[src/rtl/rom_port_arbiter.sv]
// rtl/rom_port_arbiter.sv - shares one fixed-latency instruction-ROM read port between fetch and load paths
//
// Purpose:
//   Arbitrates the instruction-fetch path (IF) and a constant-load path (LS) onto a
//   single ROM read port. One access is outstanding at a time. Each access runs
//   IDLE (accept) -> ISSUE (rom_en) -> WAIT (ROM_LATENCY cycles) -> IDLE, and the
//   returned word is steered into the owner's rdata register with a one-cycle rvalid.
//   LS wins by default; after STARVE_LIMIT consecutive LS wins against a waiting IF,
//   IF is forced through. A branch flush kills an in-flight fetch so its stale word
//   is never delivered.
//
// Ports:
//   clk, rst                  clock, asynchronous active-high reset
//   if_req/if_addr/if_gnt     fetch request, address, combinational accept
//   if_flush                  discard the in-flight fetch, if any
//   if_rvalid/if_rdata        fetch return pulse and held word
//   ls_req/ls_addr/ls_gnt     load request, address, combinational accept
//   ls_rvalid/ls_rdata        load return pulse and held word
//   rom_addr/rom_en/rom_data  external ROM pins (rom_addr registered)
//   busy                      high whenever the FSM is not IDLE

module rom_port_arbiter #(
  parameter int ADDR_W       = 32,
  parameter int DATA_W       = 32,
  parameter int ROM_LATENCY  = 1,
  parameter int STARVE_LIMIT = 4
) (
  input  logic              clk,
  input  logic              rst,
  input  logic              if_req,
  input  logic [ADDR_W-1:0] if_addr,
  output logic              if_gnt,
  input  logic              if_flush,
  output logic              if_rvalid,
  output logic [DATA_W-1:0] if_rdata,
  input  logic              ls_req,
  input  logic [ADDR_W-1:0] ls_addr,
  output logic              ls_gnt,
  output logic              ls_rvalid,
  output logic [DATA_W-1:0] ls_rdata,
  output logic [ADDR_W-1:0] rom_addr,
  output logic              rom_en,
  input  logic [DATA_W-1:0] rom_data,
  output logic              busy
);

  typedef enum logic [1:0] {
    S_IDLE  = 2'd0,
    S_ISSUE = 2'd1,
    S_WAIT  = 2'd2
  } state_t;

  localparam logic [2:0] LAT_LAST   = 3'(ROM_LATENCY - 1);
  localparam logic [3:0] STARVE_MAX = 4'(STARVE_LIMIT);

  state_t     state;
  logic       owner_ls;    // 1: LS owns the in-flight access, 0: IF owns it
  logic       kill;        // in-flight fetch was flushed; drop its data
  logic [2:0] lat_cnt;
  logic [3:0] starve_cnt;  // consecutive LS wins while IF was waiting
  logic       starved;

  assign starved = (starve_cnt >= STARVE_MAX);
  assign busy    = (state != S_IDLE);

  // Grants are only offered in IDLE and are suppressed while reset is held so
  // every output reads 0 during reset.
  always_comb begin
    if_gnt = 1'b0;
    ls_gnt = 1'b0;
    if (!rst && state == S_IDLE) begin
      if (ls_req && !(if_req && starved)) begin
        ls_gnt = 1'b1;
      end else if (if_req) begin
        if_gnt = 1'b1;
      end
    end
  end

  always_ff @(posedge clk or posedge rst) begin
    if (rst) begin
      state      <= S_IDLE;
      owner_ls   <= 1'b0;
      kill       <= 1'b0;
      lat_cnt    <= '0;
      starve_cnt <= '0;
      rom_addr   <= '0;
      rom_en     <= 1'b0;
      if_rdata   <= '0;
      ls_rdata   <= '0;
      if_rvalid  <= 1'b0;
      ls_rvalid  <= 1'b0;
    end else begin
      // Pulses default low; rom_en is only ever high during ISSUE.
      if_rvalid <= 1'b0;
      ls_rvalid <= 1'b0;
      rom_en    <= 1'b0;

      case (state)
        S_IDLE: begin
          if (if_gnt) begin
            rom_addr <= if_addr;
            owner_ls <= 1'b0;
          end else if (ls_gnt) begin
            rom_addr <= ls_addr;
            owner_ls <= 1'b1;
          end
          if (if_gnt || ls_gnt) begin
            kill   <= 1'b0;  // a flush in the accept cycle does not hit the new fetch
            rom_en <= 1'b1;
            state  <= S_ISSUE;
          end
          // An idle IF (or an IF win) resets the fairness window; an LS win
          // over a waiting IF extends it.
          if (!if_req || if_gnt) begin
            starve_cnt <= '0;
          end else if (ls_gnt) begin
            starve_cnt <= starve_cnt + 4'd1;
          end
        end

        S_ISSUE: begin
          if (if_flush && !owner_ls) begin
            kill <= 1'b1;
          end
          lat_cnt <= '0;
          state   <= S_WAIT;
        end

        S_WAIT: begin
          if (if_flush && !owner_ls) begin
            kill <= 1'b1;
          end
          if (lat_cnt == LAT_LAST) begin
            state <= S_IDLE;
            if (owner_ls) begin
              ls_rdata  <= rom_data;
              ls_rvalid <= 1'b1;
            end else if (!(kill || if_flush)) begin
              // A flush in the capture cycle itself must also drop the word,
              // before the kill flag has had a chance to register.
              if_rdata  <= rom_data;
              if_rvalid <= 1'b1;
            end
          end else begin
            lat_cnt <= lat_cnt + 3'd1;
          end
        end

        default: begin
          state <= S_IDLE;
        end
      endcase
    end
  end

endmodule

[config.mk]
export PLATFORM = sky130hd
export DESIGN_NAME = rom_port_arbiter
export DESIGN_NICKNAME = d
export VERILOG_FILES = /design/src/rtl/rom_port_arbiter.sv
export SDC_FILE = /design/constraint.sdc
export NUM_CORES = 1
export LEC_CHECK = 0
export CELL_PAD_IN_SITES_DETAIL_PLACEMENT = 0
export CELL_PAD_IN_SITES_GLOBAL_PLACEMENT = 2
export CORE_ASPECT_RATIO = 0.9
export CORE_MARGIN = 5
export CORE_UTILIZATION = 27
export CTS_BUF_LIST = sky130_fd_sc_hd__clkbuf_4 sky130_fd_sc_hd__clkbuf_8
export CTS_CLUSTER_SIZE = 14
export DETAILED_ROUTE_END_ITERATION = 7
export PLACE_DENSITY = 0.87
export SYNTH_ARGS = -nofsm -noshare
export SYNTH_HDL_FRONTEND = slang
export SYNTH_SLANG_ARGS = --single-unit
[constraint.sdc]
create_clock -name clk -period 4.7 [get_ports clk]
set_clock_uncertainty 0.1 [all_clocks]
set_input_delay 0.47 -clock clk [delete_from_list [all_inputs] [get_ports clk]]
set_output_delay 0.47 -clock clk [all_outputs]
set_load 0.05 [all_outputs]
### Yosys cells after proc, flatten, opt, wreduce, memory -nomap -nowiden

Index checks and enable logic that the tools add are counted.
Widths: inputs -> output; s select.

* bits in registers: 110
* input bits: 101

* add/sub/neg operators: 2
* magnitude comparators: 1
* eq/ne operators: 6
* multiplexer cells: 28
* bitwise operators: 2
* reduce and logical (&&, ||, !) cells: 26

Operator list (number)
* $mux 32: 2
* $mux 1: 18
* $reduce_bool 2->1: 5
* $mux 4: 2
* $reduce_and 2->1: 4
* $pmux 2 s3: 1
* $pmux 3 s2: 1
* $reduce_and 3->1: 2
* $add 4x1->4 const B: 1
* $ge 4x3->1 const B: 1
* $logic_and 1x1->1: 4
* $logic_not 1->1: 4
* $mux 2: 2
* $ne 2x1->1 const B: 2
* $ne 2x2->1 const B: 2
* $reduce_and 4->1: 1
* $add 3x1->3 const B: 1
* $logic_not 3->1: 1
* $logic_or 1x1->1: 3
* $mux 3: 1
* $eq 2x1->1 const B: 1
* $eq 2x2->1 const B: 1
* $logic_not 2->1: 1
* $not 1->1: 2
* other kinds (2): 2

### Longest topological paths before layout

Gate-level depths: netlist of the first run.

* word-level depth: 9
* mapped depth: 8

### Worst setup path after synthesis of the first run

OpenSTA, ideal clock, no wires.

* kind: reg2out
* from: register state[0]
* to: output port ls_gnt
* data arrival time: 1.384 ns
* required time: 4.130 ns
* slack: 2.746 ns
* cell stages (with the launch flop): 5
* path through: dfrtp_1 inv_1 ha_1 and2b_1 and3_1

* word-level cells in the longest chain between the ends: 3

Ends and longest elaborated chain
* from (decl): line 56 `state_t state;`
* from (signal assigned): line 82 `state <= S_IDLE;`
* from (signal assigned): line 111 `state <= S_ISSUE;`
* from (signal assigned): line 127 `state <= S_WAIT;`
* $logic_not 2->1: line 71 `if (!rst && state == S_IDLE) begin`
* $logic_and 1x1->1: line 71
* $mux 1: line 71
* to (decl): line 38 `output logic ls_gnt,`

Every way passes these cells.

### Worst setup path after layout of the first run

* from: register state[0]
* to: output port if_gnt

* word-level cells in the longest chain between the ends: 3

Ends and longest elaborated chain
* $logic_not 2->1: line 71
* $logic_and 1x1->1: line 71
* $mux 1: line 71
* to (decl): line 32 `output logic if_gnt,`

Every way passes these cells.

==> out/metrics.csv, run 1 <==
metric;value;unit
post_cts_resized;0;
synth_edf_count;0;
synth_area;4630;um2
p_sw;2730;uW
critPathBufInv;3;
mappedNetlistNets;485;
setup_viol;0;
cts_setup_buffers;0;
place_area;6850;um2
hp-start;starve_cnt[0]$_DFFE_PP0P_;
reg2reg_from;state[0]$_DFFE_PP0P_;
core;16900;um2
async_reset_ff_share;100;%
holdPathStages;1;
cts_buffer_depth;2;
crit_slowest_cell;clkdlybuf4s50_1;
gp_congestion;0.748;
ys_seq_area_share;59.4;%
ys_seq_elements;110;
p_total;5510;uW
wl_per_cell;16.6;um
utilization;41.7;%
yosysWarnings;0;
required;4.13;ns
min_period;3.34;ns
ant_nets;0;
cp-end-kind;primary output;
rsz0062_at_grt;no;
fin_crit_sh;71.0;%
grt_pass1_vias;3964;
start_util;27.4;%
h-tree-depth;3;
ctsHoldBuffers;0;
area_growth;52.1;%
rows;45;
max_freq;300;MHz
dpl.hpwl;9690;um
seq_power_share;29.4;%
finalMaxSlewViolations;0;
crit_type;flop to primary output;
cts_tree;yes;
path_delay_family;buffers and inverters;
die_w;148;um
p_clk_share;10.5;%
cts_sinks;110;
clkTransAtPathRegs;0.11;ns
hold_ws;0.395;ns
layout_common_cells;202 x clkdlybuf4s50_1, 110 x dfrtp_1, 66 x mux2_2;
min_to;starve_cnt[0]$_DFFE_PP0P_;
antenna_cells;0;
numCtsBuffers;9;
cts_root_buf;clkbuf_8;
regToRegSetupSlack;2.14;ns
num-nets-final;684;
drt-pass1-iter-count;4;
slowest_delay;0.81;ns
crit_fanout;33;
synthCells;377;
grt_max_degree;55;
hold_viol;0;
die_h;134;um
setup_tns;0;ns
viasPerCell;4.48;
synth.avg_cell_area;12.3;um2
slew_headroom;26.4;%
drt_iter0_drc;96;
reg2reg_depth;8;
wirelength;13200;um
cp-start-kind;flop;
antenna_found_initial;0;
vias;3548;
portBuffers;202;
worstMarginPinSlew;1.10;ns
layout_commonest_cell;clkdlybuf4s50_1;
p_leak;0.00300;uW
cp_data_arrival_time;2.77;ns
internal_power;2770;uW
outcome;complete, no violations;
crit_chain;inv_1 > ha_1 > and2b_1 > nand3_4 > inv_4 > clkdlybuf4s50_1;
post-route-drc-count;0;
synth_top_flop_cell;dfrtp_1;
rr_endpoint;rom_addr[29]$_DFFE_PP0P_;
max_cap_viol_count;0;
grt_overflow_total;0;
grtUsageTotal;13.4;%
design_area;7050;um2
synth.distinct_cells;28;
dieArea;19900;um2
worstHoldPathType;flop to flop;
p_per_area;781;nW/um2
clk_latency;0.39;ns
grt_pass1_wl;21200;um
drive_gt1_share;20.5;%
io_pins;203;
irDropWorstVdd;415;uV
swShare;49.6;%
combPwrFrac;60.1;%
## worst max path at each step
stage | depth (start not counted) | startpoint | endpoint
after floorplan | 1 | rst | if_rdata[0]$_DFFE_PP0P_
after global placement | 5 | rst | if_gnt
after detailed placement | 5 | rst | if_gnt
after CTS | 6 | state[0]$_DFFE_PP0P_ | if_gnt
after global routing | 6 | state[0]$_DFFE_PP0P_ | if_gnt
final | 6 | state[0]$_DFFE_PP0P_ | if_gnt
## per-layer routing
layer / GRT usage (%) / share of wire (%) / wire [um]
met1: 15.6 / 40 / 5320
met4: 5.23 / 2.7 / 350
met5: 0 / 0 / 0
met2: 23.4 / 52 / 6820
met3: 3.82 / 5.2 / 692
## power by group through the flow
stage	clock [uW]	sequential, uW	combinational (uW)
floorplan	0	3070	725
CTS	612	1630	3350
detailed placement	0	1640	3340
finish	578	1620	3310
global placement	0	1610	3320
global route	645	1680	3470
## cell usage after synthesis (2+ instances only)
library cell  number  area (um2)
dfrtp_1          110        2750
mux2_2            66         743
a21oi_1           39         195
nor2_1            37         139
nand2_1           35         131
a21oi_2           25         219
buf_2             12        60.1
inv_1             11        41.3
ha_1               7        87.6
nand3_1            5        25.0
o21ai_0            4        20.0
a22o_1             3        26.3
buf_4              3        22.5
buf_6              3        33.8
nand2b_1           3        18.8
a31oi_1            2        12.5
## cell type report
class                           instances  area, um2
Clock inverter                          7       72.6
Sequential cell                       110       2750
Inverter                               12       50.0
Multi-Input combinational cell        237       1740
Fill cell                            1584       9840
Timing Repair Buffer                  206       2050
Clock buffer                            9        124
Tap cell                              211        264
## logic make-up after synthesis
logic type,synth area share (%)
AO/OA/AOI/OAI,10.7
flip-flops,59.4
multiplexers,16.3
AND/OR/NAND/NOR,8.26
buffers and inverters,3.54
adder cells (fa/ha/maj),1.89
## stage by stage
stage | cells | setup slack (ns)
2_1_floorplan | 377 | 1.23
3_3_place_gp | 776 | 1.47
5_1_grt | 792 | 1.16
6_report | 792 | 1.36
4_1_cts | 792 | 1.28
3_5_place_dp | 776 | 1.44
## flip-flops by register name (all words and copies together) (netlist names)
name,flops
if_rdata,32
if_rvalid,1
kill,1
lat_cnt,3
ls_rdata,32
ls_rvalid,1
owner_ls,1
rom_addr,32
rom_en,1
starve_cnt,4
state,2
No activity file was read; power rests on OpenSTA's default activity.
==> run 2: changes to the inputs <==
CORE_UTILIZATION = 24   (was 27)
PLACE_DENSITY = 0.82   (was 0.87)
clock period = 3 ns   (was 4.7 ns; I/O delays follow)
==> out/metrics.csv, run 2 (same netlist as run 1, synthesis figures left out) <==
metric;value;unit
drive_gt1_share;21.0;%
grt_max_degree;64;
place_area;6930;um2
crit_chain;inv_1 > ha_1 > and2b_1 > nand3_4 > inv_4 > buf_12;
max_cap_viol_count;0;
rsz0062_at_grt;no;
clkTransAtPathRegs;0.10;ns
cts_root_buf;clkbuf_8;
antenna_cells;0;
p_total;8690;uW
grt_pass1_vias;3959;
wirelength;13300;um
rows;48;
hold_ws;0.239;ns
cp-start-kind;flop;
crit_type;flop to primary output;
finalMaxSlewViolations;0;
vias;3567;
fin_crit_sh;88.1;%
ctsHoldBuffers;0;
grt_pass1_wl;21500;um
ant_nets;0;
clk_latency;0.38;ns
grtUsageTotal;12.2;%
hold_viol;0;
regToRegSetupSlack;0.55;ns
reg2reg_depth;5;
post_cts_resized;0;
setup_viol;0;
crit_fanout;34;
cp_data_arrival_time;2.24;ns
crit_slowest_cell;inv_4;
cts_tree;yes;
core;19100;um2
slew_headroom;38.0;%
cts_buffer_depth;2;
h-tree-depth;3;
die_h;142;um
min_period;2.64;ns
cts_sinks;110;
post-route-drc-count;0;
p_per_area;1220;nW/um2
drt-pass1-iter-count;4;
required;2.60;ns
irDropWorstVdd;658;uV
antenna_found_initial;0;
slowest_delay;0.44;ns
viasPerCell;4.29;
gp_congestion;0.733;
dpl.hpwl;9880;um
area_growth;54.1;%
reg_top3;if_rdata x32, ls_rdata x32, rom_addr x32;
portBuffers;202;
max_freq;379;MHz
reg2reg_from;lat_cnt[0]$_DFFE_PP0P_;
layout_commonest_cell;clkdlybuf4s50_1;
layout_common_cells;200 x clkdlybuf4s50_1, 110 x dfrtp_1, 66 x mux2_2;
num-nets-final;685;
rr_endpoint;ls_rdata[17]$_DFFE_PP0P_;
utilization;37.4;%
start_util;24.3;%
die_w;156;um
wl_per_cell;16.0;um
cts_setup_buffers;0;
worstHoldPathType;input port to asynchronous set/reset pin;
setup_tns;0;ns
worstMarginPinSlew;0.929;ns
drt_iter0_drc;124;
numCtsBuffers;9;
outcome;complete, no violations;
cp-end-kind;primary output;
dieArea;22200;um2
design_area;7140;um2
io_pins;203;
grt_overflow_total;0;
p_leak;0.00302;uW
==> run 2: cell types whose count changed in the layout (fill, tap and decap cells not counted), moves of 2 or more <==
cell	before	now
inv_6	3	1
clkinvlp_4	1	3
clkdlybuf4s50_1	202	200
buf_12	0	2
==> run 2: routing by layer <==
layer	GRT usage (%)	wire length, um	up-vias
met1	14.4	5370	1762
met3	3.75	810	20
li1	-	-	1678
met4	4.34	295	0
met5	0	0	-
met2	21.0	6830	107
==> run 2: final cells by class <==
cell class / instances / area, um2
Clock buffer: 11 / 145
Clock inverter: 5 / 65.1
Fill cell: 1888 / 12000
Inverter: 12 / 51.3
Multi-Input combinational cell: 237 / 1740
Sequential cell: 110 / 2750
Tap cell: 250 / 313
Timing Repair Buffer: 207 / 2080
==> run 2: critical path: cells and delay by family, from the launching register on <==
kind	cells	cell delay, ns
adders and majority gates	1	0.26
and+or+nand+nor	2	0.42
DFF	1	0.41
buffers and inverters	3	0.76
==> run 2: through the flow <==
step           setup WS (ns)  instances
6_report               0.358        832
5_1_grt                0.154        832
4_1_cts                0.287        832
3_5_place_dp           0.430        816
3_3_place_gp           0.520        816
2_1_floorplan           1.22        377
==> run 2: report_power, final <==
part | total [uW] | internal (uW) | switching, uW | leakage, uW
clock | 951 | 428 | 523 | 0.000102
sequential | 2540 | 2170 | 372 | 0.00131
combinational | 5210 | 1860 | 3350 | 0.00161
==> run 2: worst max path at each step <==
stage	start	end	slack [ns]	depth (start not counted)
2_1_floorplan	state[0]$_DFFE_PP0P_	ls_gnt	1.22	4
3_3_place_gp	if_flush	if_rdata[19]$_DFFE_PP0P_	0.52	4
3_5_place_dp	if_flush	if_rdata[28]$_DFFE_PP0P_	0.43	4
4_1_cts	state[0]$_DFFE_PP0P_	if_gnt	0.29	6
5_1_grt	state[0]$_DFFE_PP0P_	if_gnt	0.15	6
6_report	state[0]$_DFFE_PP0P_	if_gnt	0.36	6
